**src/rtl/pwm_duty_ctrl.sv**
```systemverilog
// Duty-cycle controller for the shared PWM: round-robin arbitration of two duty requesters,
// with duty_o updated only on PWM period boundaries. Define PWM_CTRL_SLEW_EN for STEP-limited ramps.
module pwm_duty_ctrl #(
    parameter int DUTY_W = 4,
    parameter int STEP   = 1
) (
    input  logic              clk,
    input  logic              rst,
    input  logic              en_i,
    input  logic              period_end_i,
    input  logic              req0_i,
    input  logic [DUTY_W-1:0] duty0_i,
    input  logic              req1_i,
    input  logic [DUTY_W-1:0] duty1_i,
    output logic              ack0_o,
    output logic              ack1_o,
    output logic [DUTY_W-1:0] duty_o,
    output logic [DUTY_W-1:0] target_o,
    output logic              busy_o
);
    typedef enum logic [1:0] {
        IDLE      = 2'd0,
        RAMP_UP   = 2'd1,
        RAMP_DOWN = 2'd2
    } state_t;

`ifdef PWM_CTRL_SLEW_EN
    localparam int STEP_LIM = STEP;
`else
    // Any limit at or above the full duty range makes duty_o jump straight to the target.
    localparam int STEP_LIM = (STEP > (2**DUTY_W - 1)) ? 2**DUTY_W : 2**DUTY_W - 1;
`endif
    localparam logic [DUTY_W:0]   STEP_LIM_W = (DUTY_W+1)'(STEP_LIM);
    localparam logic [DUTY_W-1:0] STEP_LIM_N = DUTY_W'(STEP_LIM);

    state_t            state_reg;
    logic              rr_ptr_reg, rr_ptr_next;
    logic              ack0_reg, ack1_reg;
    logic [DUTY_W-1:0] duty_reg, duty_next;
    logic [DUTY_W-1:0] target_reg, target_next;
    logic [DUTY_W-1:0] tgt_eff;
    logic [DUTY_W:0]   diff;
    logic [DUTY_W-1:0] step_amt;
    logic [1:0]        req_vec;
    logic [1:0]        grant;

    assign req_vec = {req1_i, req0_i};

    // A lone request always wins; on contention the requester at rr_ptr wins.
    generate
        for (genvar gi = 0; gi < 2; gi++) begin : g_grant
            assign grant[gi] = req_vec[gi] & (~req_vec[1-gi] | (rr_ptr_reg == 1'(gi)));
        end
    endgenerate

    always_comb begin
        tgt_eff = en_i ? target_reg : '0;

        if (tgt_eff >= duty_reg) begin
            diff = {1'b0, tgt_eff} - {1'b0, duty_reg};
        end else begin
            diff = {1'b0, duty_reg} - {1'b0, tgt_eff};
        end
        step_amt = (diff > STEP_LIM_W) ? STEP_LIM_N : diff[DUTY_W-1:0];

        duty_next = duty_reg;
        if (period_end_i) begin
            if (tgt_eff > duty_reg) begin
                duty_next = duty_reg + step_amt;
            end else begin
                duty_next = duty_reg - step_amt;
            end
        end

        target_next = target_reg;
        rr_ptr_next = rr_ptr_reg;
        if (grant[0]) begin
            target_next = duty0_i;
            rr_ptr_next = 1'b1;
        end else if (grant[1]) begin
            target_next = duty1_i;
            rr_ptr_next = 1'b0;
        end
    end

    always_ff @(posedge clk) begin
        if (rst) begin
            state_reg  <= IDLE;
            rr_ptr_reg <= 1'b0;
            ack0_reg   <= 1'b0;
            ack1_reg   <= 1'b0;
            duty_reg   <= '0;
            target_reg <= '0;
        end else begin
            rr_ptr_reg <= rr_ptr_next;
            ack0_reg   <= grant[0];
            ack1_reg   <= grant[1];
            duty_reg   <= duty_next;
            target_reg <= target_next;
            // State tracks the pre-edge relation between duty_o and the effective target.
            if (duty_reg < tgt_eff) begin
                state_reg <= RAMP_UP;
            end else if (duty_reg > tgt_eff) begin
                state_reg <= RAMP_DOWN;
            end else begin
                state_reg <= IDLE;
            end
        end
    end

    assign ack0_o   = ack0_reg;
    assign ack1_o   = ack1_reg;
    assign duty_o   = duty_reg;
    assign target_o = target_reg;
    assign busy_o   = (state_reg != IDLE);

endmodule

```
**config.mk**
```make
export PLATFORM = sky130hd
export DESIGN_NAME = pwm_duty_ctrl
export DESIGN_NICKNAME = d
export VERILOG_FILES = /design/src/rtl/pwm_duty_ctrl.sv
export SDC_FILE = /design/constraint.sdc
export NUM_CORES = 1
export LEC_CHECK = 0
export CAP_MARGIN = 20
export CORE_MARGIN = 4
export CORE_UTILIZATION = 30
export CTS_BUF_LIST = sky130_fd_sc_hd__clkbuf_8
export CTS_CLUSTER_DIAMETER = 60
export CTS_CLUSTER_SIZE = 24
export DETAILED_ROUTE_END_ITERATION = 12
export SETUP_SLACK_MARGIN = 0.3
export SLEW_MARGIN = 20
export SYNTH_ARGS = -nofsm -noshare
export SYNTH_HDL_FRONTEND = slang
export SYNTH_SLANG_ARGS = --single-unit
```
**constraint.sdc**
```tcl
create_clock -name clk -period 3.9 [get_ports clk]
set_input_delay 0.39 -clock clk [delete_from_list [all_inputs] [get_ports clk]]
set_output_delay 0.39 -clock clk [all_outputs]
set_load 0.03 [all_outputs]
```
==> results of run 1 <==
-- final timing paths --
path                            slack [ns]                     start  cells past startpoint                     end
worst max-delay path                  0.42                      en_i                     21  duty_o[3]$_SDFFE_PP0P_
worst min-delay path                  0.52    duty_o[0]$_SDFFE_PP0P_                      2  duty_o[0]$_SDFFE_PP0P_
worst max register to register        0.43  target_o[0]$_SDFFE_PP0P_                     20  duty_o[3]$_SDFFE_PP0P_
worst min register to register        0.52    duty_o[0]$_SDFFE_PP0P_                      2  duty_o[0]$_SDFFE_PP0P_
-- per-stage QoR --
step | power [mW] | util | hold WS, ns
floorplan | 0.810 | - | 0.462
global placement | 1.12 | 0.450 | 0.525
detailed placement | 1.16 | 0.450 | 0.538
CTS | 1.44 | 0.495 | 0.553
global route | 1.81 | 0.534 | 0.558
finish | 1.66 | 0.534 | 0.524
-- worst max-delay path: cells and delay by family --
family                   cells  cell delay (ns)
AO/OA/AOI/OAI                8             1.14
XOR/XNOR                     2             0.31
buffers and inverters        4             0.34
AND/OR/NAND/NOR              3             0.40
adder cells (fa/ha/maj)      4             1.02
-- cells in the mapped netlist --
cell	n	share of area
nand4_1	1	0.0057
nor3_1	6	0.027
inv_1	16	0.055
ha_1	12	0.14
o21a_1	1	0.0068
nand2_1	12	0.041
clkbuf_1	2	0.0068
o31ai_1	1	0.0068
and4_4	1	0.010
nor4_1	4	0.023
xnor2_1	4	0.032
o21ai_0	3	0.014
a211o_1	1	0.0080
fa_1	3	0.055
nor2_1	16	0.055
a211oi_1	5	0.034
or2_2	2	0.011
mux2_2	4	0.041
dfxtp_1	13	0.24
a21o_1	3	0.020
mux2i_1	2	0.018
o2bb2ai_1	1	0.0080
nor2b_1	1	0.0057
nand2b_1	4	0.023
or3_1	1	0.0057
a31o_1	1	0.0080
a2bb2oi_1	1	0.0080
o311a_2	1	0.010
a41oi_2	1	0.015
nand3b_1	2	0.014
buf_2	1	0.0045
buf_6	1	0.010
o211ai_1	2	0.014
a21oi_1	7	0.032
-- kinds of logic (layout without fill, tap and decap cells) --
group / Yosys count / count (layout) / share of synthesized area
buffers and inverters: 20 / 76 / 0.0762
AND/OR/NAND/NOR: 50 / 50 / 0.221
multiplexers: 6 / 6 / 0.0592
flip-flops: 13 / 13 / 0.237
XOR/XNOR: 4 / 4 / 0.0319
AO/OA/AOI/OAI: 28 / 28 / 0.184
adder cells (fa/ha/maj): 15 / 15 / 0.191
-- layout make-up --
| cell class | instances | area share |
|---|---|---|
| flip-flops and latches | 13 | 0.144 |
| multi-input cells | 103 | 0.505 |
| inverters | 16 | 0.0327 |
| well taps | 46 | 0.0313 |
| clock inverters | 1 | 0.00204 |
| clock buffers | 3 | 0.0225 |
| repair buffers | 56 | 0.262 |
-- power by group through the flow --
stage	sequential, mW	combinational (mW)	clock, mW
2_1_floorplan	0.219	0.591	0
6_report	0.191	1.35	0.114
3_3_place_gp	0.192	0.930	0
4_1_cts	0.191	1.14	0.117
3_5_place_dp	0.193	0.964	0
5_1_grt	0.196	1.49	0.125
-- per-layer routing --
| layer | track usage | part of all wire | vias up | wire (um) |
|---|---|---|---|---|
| met5 | 0 | 0 | - | 0 |
| met4 | 0.0447 | 0.016 | 0 | 51 |
| met3 | 0.0276 | 0.045 | 4 | 146 |
| met2 | 0.286 | 0.53 | 22 | 1740 |
| met1 | 0.176 | 0.41 | 541 | 1340 |
| li1 | - | - | 583 | - |
-- repair_timing --
| item | CTS | global route |
|---|---|---|
| hold endpoints to repair | 0 | 0 |
| gates cloned | 0 | 0 |
| endpoints found under the setup margin | 3 | 1 |
| gates resized for setup | 20 | 26 |
| hold buffers | 0 | 0 |
| pin swaps | 16 | 14 |
| buffers inserted | 8 | 1 |
==> impl_metrics.yaml, run 1 <==
placed_design:
  placed_cell_area_mm2: 0.00155
  place_hpwl_um: 2380
  dp.cells: 225
  gp_congestion: 0.841
  port_buffers: 24
  pre_cts_ws_ns: -0.531
global_routing:
  grt_pass1_wl_um: 5440
  antenna_found_initial: 0
  grt_pass1_vias: 1237
  grt_max_degree: 15
  grt_usage: 0.153
  grt_overflow: 0
floorplan:
  row_count: 21
  fp.coreArea_mm2: 0.00344
  die_area_mm2: 0.00470
  die_w_um: 68.5
  pin_count: 25
  die_h_um: 68.5
  initial_utilization: 0.320
run:
  drv_cap: 0
layout:
  mostFrequentLayoutCell: "buf_4"
  final_net_count: 222
  multi_input_area_um2: 927
  layout_common_cells: "buf_4, clkdlybuf4s50_1, nor2_1, inv_1, dfxtp_1"
  fin_area_mm2: 0.00184
  antennaDiodeCount: 0
  n_fill_cell: 331
  area.sequential_um2: 265
  area_delta_synth_final_pct: 67.0
  final_cells: 238
  drive_gt1_frac: 0.422
clock_network:
  cts_buffer_depth: 2
  worstSkewPairLatency_ns: 0.24
  cts_tree: "done"
  cts_root_buffer: "clkbuf_8"
  clk_pin_slew_worst_paths_ns: 0.05
  htreeDepth: 1
  cts_sinks: 13
  cts_buffers: 3
synthesis:
  ys_types: 34
  netlist_area_mm2: 0.00110
  ys_ff_latch: 13
  synth_warnings: 0
  yosysSeqAreaShare: 0.237
  synth_nets: 165
  netlist_instances: 136
  avgSynthCellArea_um2: 8.09
timing:
  fmax_mhz: 287
  setup-violations-final: 0
  relSlewSlack: 0.624
  fin_skew_ns: 0.00548
  grt_setup_unrepaired: "yes"
  min_period_over_period: 0.893
  finalHoldViolCount: 0
  slew_violations: 0
  final.min_clock_period_ns: 3.48
  timing.final.ws_setup_ns: 0.417
  setup_tns_ns: 0
  tightest_slew_ns: 0.563
pwr:
  clkPwrFrac: 0.069
  p_leak_nw: 0.798
  internal_power_mw: 0.959
  powerDensity_mw_per_mm2: 902
  p_seq_frac: 0.115
  swShare: 0.421
  power.switching_mw: 0.698
  p_comb_frac: 0.816
  peakVddDrop_mv: 0.429
route:
  routed_via_density: 4.83
  wl_um: 3280
  wl_per_cell_um: 13.8
  first_pass_iters: 4
  via_count: 1150
  drc: 0
  drt-initial-drc-count: 23
  drtAntennaViolNets: 0
worst_setup_path:
  cp_data_arrival_time_ns: 3.61
  slowest_delay_ns: 0.34
  critical_path_required_ns: 4.03
  cp-start-kind: "primary input"
  path_class: "primary input to register"
  crit_fanout: 4
  worstSetupEndpointType: "register"
  crit_top_cell: "inv_2"
  crit_chain: "clkdlybuf4s15_2, nand2_2, inv_2, ha_4, inv_2, fa_2, a21o_1, a21oi_2, o31ai_2, or2_4, nand2_2, inv_2, ha_4, o21ai_2, ha_1, a21o_1, a21oi_2, xnor2_2, xnor2_2, a211oi_2, a31o_1"
  crit_path_top_delay_cell: "fa_2"
min_path:
  worstHoldPathType: "register to register"
outcome:
  status: "complete, no violations"
Note: power is estimated with default switching activity, not from simulation.
==> run 2, diff against run 1 <==
--- a/config.mk
+++ b/config.mk
@@ -8,11 +8,12 @@
 export CAP_MARGIN = 20
 export CORE_MARGIN = 4
 export CORE_UTILIZATION = 30
-export CTS_BUF_LIST = sky130_fd_sc_hd__clkbuf_8
 export CTS_CLUSTER_DIAMETER = 60
 export CTS_CLUSTER_SIZE = 24
 export DETAILED_ROUTE_END_ITERATION = 12
+export REMOVE_ABC_BUFFERS = 1
 export SETUP_SLACK_MARGIN = 0.3
+export SKIP_CTS_REPAIR_TIMING = 1
 export SLEW_MARGIN = 20
 export SYNTH_ARGS = -nofsm -noshare
 export SYNTH_HDL_FRONTEND = slang
==> run 2 against run 1 <==
Die area unchanged; count of clock-buffer cells in the layout grew 1; register-to-register slack hardly changed; setup slack gained 0.0075 ns; critical endpoint unchanged; wire length shrank 8.9%; clock skew is 0.0026 ns lower; critical path depth is 1 lower; first-iteration DRC count grew 96%; non-clock buffer count is 2 lower; sequential power is 4% lower; maximum frequency grew 0.22%; largest power group unchanged; global-route usage down 2.3 points.
==> impl_metrics.yaml, run 2 (same netlist as run 1, synthesis figures left out) <==
outcome:
  status: "complete, no violations"
pwr:
  peakVddDrop_mv: 0.520
  powerDensity_mw_per_mm2: 852
  p_leak_nw: 0.765
timing:
  fin_skew_ns: 0.00293
  slew_violations: 0
  tightest_slew_ns: 0.507
  setup-violations-final: 0
  relSlewSlack: 0.661
  grt_setup_unrepaired: "no"
  min_period_over_period: 0.891
  fmax_mhz: 288
  final.min_clock_period_ns: 3.48
  finalHoldViolCount: 0
  whs_ns: 0.531
min_path:
  worstHoldPathType: "register to register"
worst_setup_path:
  crit_path_top_delay_cell: "fa_2"
  crit_chain: "nand2_2, inv_2, ha_4, inv_2, fa_2, a21o_1, a21oi_2, o31ai_2, or2_4, nand2_2, inv_2, ha_4, o21ai_1, ha_1, a21o_1, a21oi_2, xnor2_1, xnor2_1, a211oi_1, a31o_1"
  slowest_delay_ns: 0.39
  cp-start-kind: "register"
  cp_data_arrival_time_ns: 3.61
  cp_num_buf_inv: 3
  crit_family: "compound AO/OA/AOI/OAI gates"
  crit_top_cell: "inv_2"
  path_class: "register to register"
  critical_path_required_ns: 4.03
  crit_fanout: 3
  worstSetupEndpointType: "register"
global_routing:
  grt_usage: 0.130
  grt_overflow: 0
  antenna_found_initial: 0
  grt_max_degree: 15
  grt_pass1_wl_um: 4740
  grt_pass1_vias: 1112
clock_network:
  cts_buffers: 3
  cts_root_buffer: "clkbuf_8"
  cts_buffer_depth: 2
  clk_pin_slew_worst_paths_ns: 0.05
  cts_sinks: 13
  cts_tree: "done"
  htreeDepth: 1
  worstSkewPairLatency_ns: 0.24
layout:
  layout_common_cells: "buf_4, clkdlybuf4s50_1, nor2_1, inv_1"
  final_util: 0.497
  antennaDiodeCount: 0
  area_delta_synth_final_pct: 55.4
  drive_gt1_frac: 0.332
  final_net_count: 220
  mostFrequentLayoutCell: "buf_4"
  fin_area_mm2: 0.00171
  n_fill_cell: 329
route:
  via_count: 1150
  drc: 0
  drtAntennaViolNets: 0
  drt-initial-drc-count: 45
  first_pass_iters: 4
  wl_um: 2980
  routed_via_density: 4.87
  wl_per_cell_um: 12.6
run:
  drv_cap: 0
floorplan:
  die_area_mm2: 0.00470
  pin_count: 25
  row_count: 21
  initial_utilization: 0.320
  fp.coreArea_mm2: 0.00344
  die_w_um: 68.5
  die_h_um: 68.5
placed_design:
  place_hpwl_um: 2420
  placed_cell_area_mm2: 0.00156
  port_buffers: 24
  gp_congestion: 0.756
run 2: cell count changes in the layout (fill, tap and decap cells not counted), sizes merged:
cell / delta
inv: -1
clkbuf: +2
buf: -2
clkdlybuf4s15: -1
run 2: final timing paths:
check,cells after the start,startpoint,endpoint,slack [ns]
setup reg to reg,20,target_o[0]$_SDFFE_PP0P_,duty_o[3]$_SDFFE_PP0P_,0.42
hold reg to reg,2,duty_o[0]$_SDFFE_PP0P_,duty_o[0]$_SDFFE_PP0P_,0.53
setup / recovery,20,target_o[0]$_SDFFE_PP0P_,duty_o[3]$_SDFFE_PP0P_,0.42
hold / removal,2,duty_o[0]$_SDFFE_PP0P_,duty_o[0]$_SDFFE_PP0P_,0.53
run 2: power by group:
part,switching (mW),internal [mW]
registers,0.0194,0.163
clock network,0.0462,0.0720
logic,0.541,0.615
total,0.607,0.850
run 2: layout make-up:
class | instances | area (um2) | share of cell area
timing repair buffer | 54 | 460 | 0.269
inverter | 16 | 60.1 | 0.0351
tap | 46 | 57.6 | 0.0337
sequential | 13 | 264 | 0.154
clock buffer | 4 | 45.0 | 0.0264
multi-input combinational | 103 | 822 | 0.481
run 2: per-stage QoR:
stage / power (mW) / std cells / TNS [ns] / setup slack, ns
2_1_floorplan: 0.798 / 132 / 0 / 0.205
3_3_place_gp: 1.15 / 227 / -0.374 / -0.374
3_5_place_dp: 1.18 / 227 / -0.494 / -0.443
4_1_cts: 1.31 / 231 / -0.204 / -0.204
5_1_grt: 1.58 / 236 / 0 / 0.268
6_report: 1.46 / 236 / 0 / 0.424
run 2: worst min-delay path, stage by stage, from the launching register on:
cell and delay, ns:
dfxtp_2 0.34, nor2_1 0.10, a211oi_1 0.05
run 2: routing by layer:
metal | global-route usage | vias to the layer above | share of wire
met4 | 0.0223 | 0 | 0
li1 | - | 588 | -
met5 | 0 | - | 0
met1 | 0.153 | 550 | 0.43
met2 | 0.240 | 12 | 0.54
met3 | 0.0308 | 0 | 0.027
==> run 3, diff against run 2 <==
--- a/config.mk
+++ b/config.mk
@@ -6,7 +6,8 @@
 export NUM_CORES = 1
 export LEC_CHECK = 0
 export CAP_MARGIN = 20
-export CORE_MARGIN = 4
+export CORE_ASPECT_RATIO = 1.2
+export CORE_MARGIN = 3
 export CORE_UTILIZATION = 30
 export CTS_CLUSTER_DIAMETER = 60
 export CTS_CLUSTER_SIZE = 24
==> run 3 against run 2 <==
Clock power is 4% higher; cell count down 6.4%; global-route usage grew 0.99 points; largest cell class unchanged.
==> impl_metrics.yaml, run 3 (same netlist as run 1, synthesis figures left out) <==
worst_setup_path:
  worstRegToRegCells: 20
  slowest_delay_ns: 0.38
  worstSetupEndpointType: "register"
  r2r_end: "duty_o[3]$_SDFFE_PP0P_"
  reg2reg_slack_ns: 0.40
  rr_startpoint: "target_o[0]$_SDFFE_PP0P_"
  path_class: "register to register"
  cp-start-kind: "register"
  cp-endpoint: "duty_o[3]$_SDFFE_PP0P_"
  crit_fanout: 4
  cp_num_cells: 20
  critical_path_required_ns: 4.04
  cp_data_arrival_time_ns: 3.64
  crit_top_cell: "inv_2"
  cp_num_buf_inv: 3
  crit_family: "compound AO/OA/AOI/OAI gates"
  crit_path_top_delay_cell: "fa_2"
  cp-startpoint: "target_o[0]$_SDFFE_PP0P_"
  crit_chain: "nand2_2, inv_2, ha_4, inv_2, fa_2, a21o_1, a21oi_2, o31ai_2, or2_4, nand2_2, inv_2, ha_4, o21ai_2, ha_1, a21o_1, a21oi_2, xnor2_1, xnor2_1, a211oi_1, a31o_1"
timing:
  setup-violations-final: 0
  finalHoldViolCount: 0
  relSlewSlack: 0.542
  whs_ns: 0.558
  setup_tns_ns: 0
  slew_violations: 0
  fmax_mhz: 286
  final.min_clock_period_ns: 3.50
  grt_setup_unrepaired: "yes"
  tightest_slew_ns: 0.680
  min_period_over_period: 0.898
  fin_skew_ns: 0.000853
layout:
  antennaDiodeCount: 0
  layout_common_cells: "buf_4, clkdlybuf4s50_1, nor2_1, dfxtp_1, inv_1"
  final_util: 0.484
  area_delta_synth_final_pct: 50.9
  mostFrequentLayoutCell: "buf_4"
  final_net_count: 214
  drive_gt1_frac: 0.293
  fin_area_mm2: 0.00166
route:
  drt-initial-drc-count: 15
  wl_per_cell_um: 13.6
  first_pass_iters: 4
  routed_via_density: 4.99
  drtAntennaViolNets: 0
  drc: 0
  via_count: 1103
  wl_um: 3010
placed_design:
  gp_congestion: 0.845
  placed_cell_area_mm2: 0.00151
  port_buffers: 24
  place_hpwl_um: 2350
floorplan:
  row_count: 23
  pin_count: 25
  initial_utilization: 0.321
  die_w_um: 61.3
  die_area_mm2: 0.00443
  die_h_um: 72.3
  fp.coreArea_mm2: 0.00342
clock_network:
  cts_tree: "done"
  cts_root_buffer: "clkbuf_8"
  cts_buffer_depth: 2
  cts_sinks: 13
  htreeDepth: 1
  clk_pin_slew_worst_paths_ns: 0.06
  cts_buffers: 3
  worstSkewPairLatency_ns: 0.25
pwr:
  p_leak_nw: 0.744
  internal_power_mw: 0.772
  power.switching_mw: 0.582
  clkPwrFrac: 0.091
  peakVddDrop_mv: 0.383
  swShare: 0.430
  p_comb_frac: 0.776
  p_seq_frac: 0.134
  powerDensity_mw_per_mm2: 816
  power_mw: 1.35
run:
  drv_cap: 0
outcome:
  status: "complete, no violations"
global_routing:
  grt_overflow: 0
  grt_pass1_wl_um: 4720
  grt_usage: 0.140
  grt_max_degree: 15
  grt_pass1_vias: 1131
  antenna_found_initial: 0
min_path:
  worstHoldPathType: "register to register"
run 3: worst register-to-register path, cell delays in order, from the launching register on:
cell and delay [ns]:
dfxtp_2 0.35, nand2_2 0.06, inv_2 0.07, ha_4 0.13, inv_2 0.04, fa_2 0.38
a21o_1 0.20, a21oi_2 0.14, o31ai_2 0.10, or2_4 0.30, nand2_2 0.07, inv_2 0.05
ha_4 0.26, o21ai_2 0.05, ha_1 0.30, a21o_1 0.18, a21oi_2 0.12, xnor2_1 0.14
xnor2_1 0.16, a211oi_1 0.10, a31o_1 0.20
run 3: power by group through the flow:
stage / Clock, mW / Combinational, mW / Sequential, mW
2_1_floorplan: 0 / 0.581 / 0.217
3_3_place_gp: 0 / 0.901 / 0.183
3_5_place_dp: 0 / 0.918 / 0.184
4_1_cts: 0.125 / 0.926 / 0.181
5_1_grt: 0.136 / 1.16 / 0.185
6_report: 0.123 / 1.05 / 0.181
run 3: per-stage QoR:
stage | instances | worst slack, ns
CTS | 217 | -0.178
detailed placement | 213 | -0.413
global placement | 213 | -0.341
finish | 221 | 0.399
floorplan | 132 | 0.205
global route | 221 | 0.172
run 3: area by class of cell:
cell class | instances | area [um2]
flip-flops and latches | 13 | 262
well taps | 37 | 46.3
fillers | 342 | 1770
inverters | 16 | 60.1
multi-input cells | 103 | 823
clock buffers | 4 | 45.0
repair buffers | 48 | 423
run 3: how the worst min path moves through the flow:
stage | to | slack [ns] | startpoint | cells past startpoint
after floorplan | rr_ptr_reg$_SDFFE_PP0P_ | 0.46 | rst | 1
after global placement | duty_o[0]$_SDFFE_PP0P_ | 0.53 | duty_o[0]$_SDFFE_PP0P_ | 2
after detailed placement | duty_o[0]$_SDFFE_PP0P_ | 0.55 | duty_o[0]$_SDFFE_PP0P_ | 2
after CTS | duty_o[0]$_SDFFE_PP0P_ | 0.55 | duty_o[0]$_SDFFE_PP0P_ | 2
after global routing | duty_o[0]$_SDFFE_PP0P_ | 0.63 | duty_o[0]$_SDFFE_PP0P_ | 2
final | duty_o[0]$_SDFFE_PP0P_ | 0.56 | duty_o[0]$_SDFFE_PP0P_ | 2
run 3: routing by layer:
layer | GRT usage | wire length, um | vias up
met5 | 0 | 0 | -
met4 | 0.0723 | 91 | 0
met3 | 0.0231 | 101 | 9
met2 | 0.242 | 1590 | 25
met1 | 0.160 | 1220 | 501
li1 | - | - | 568
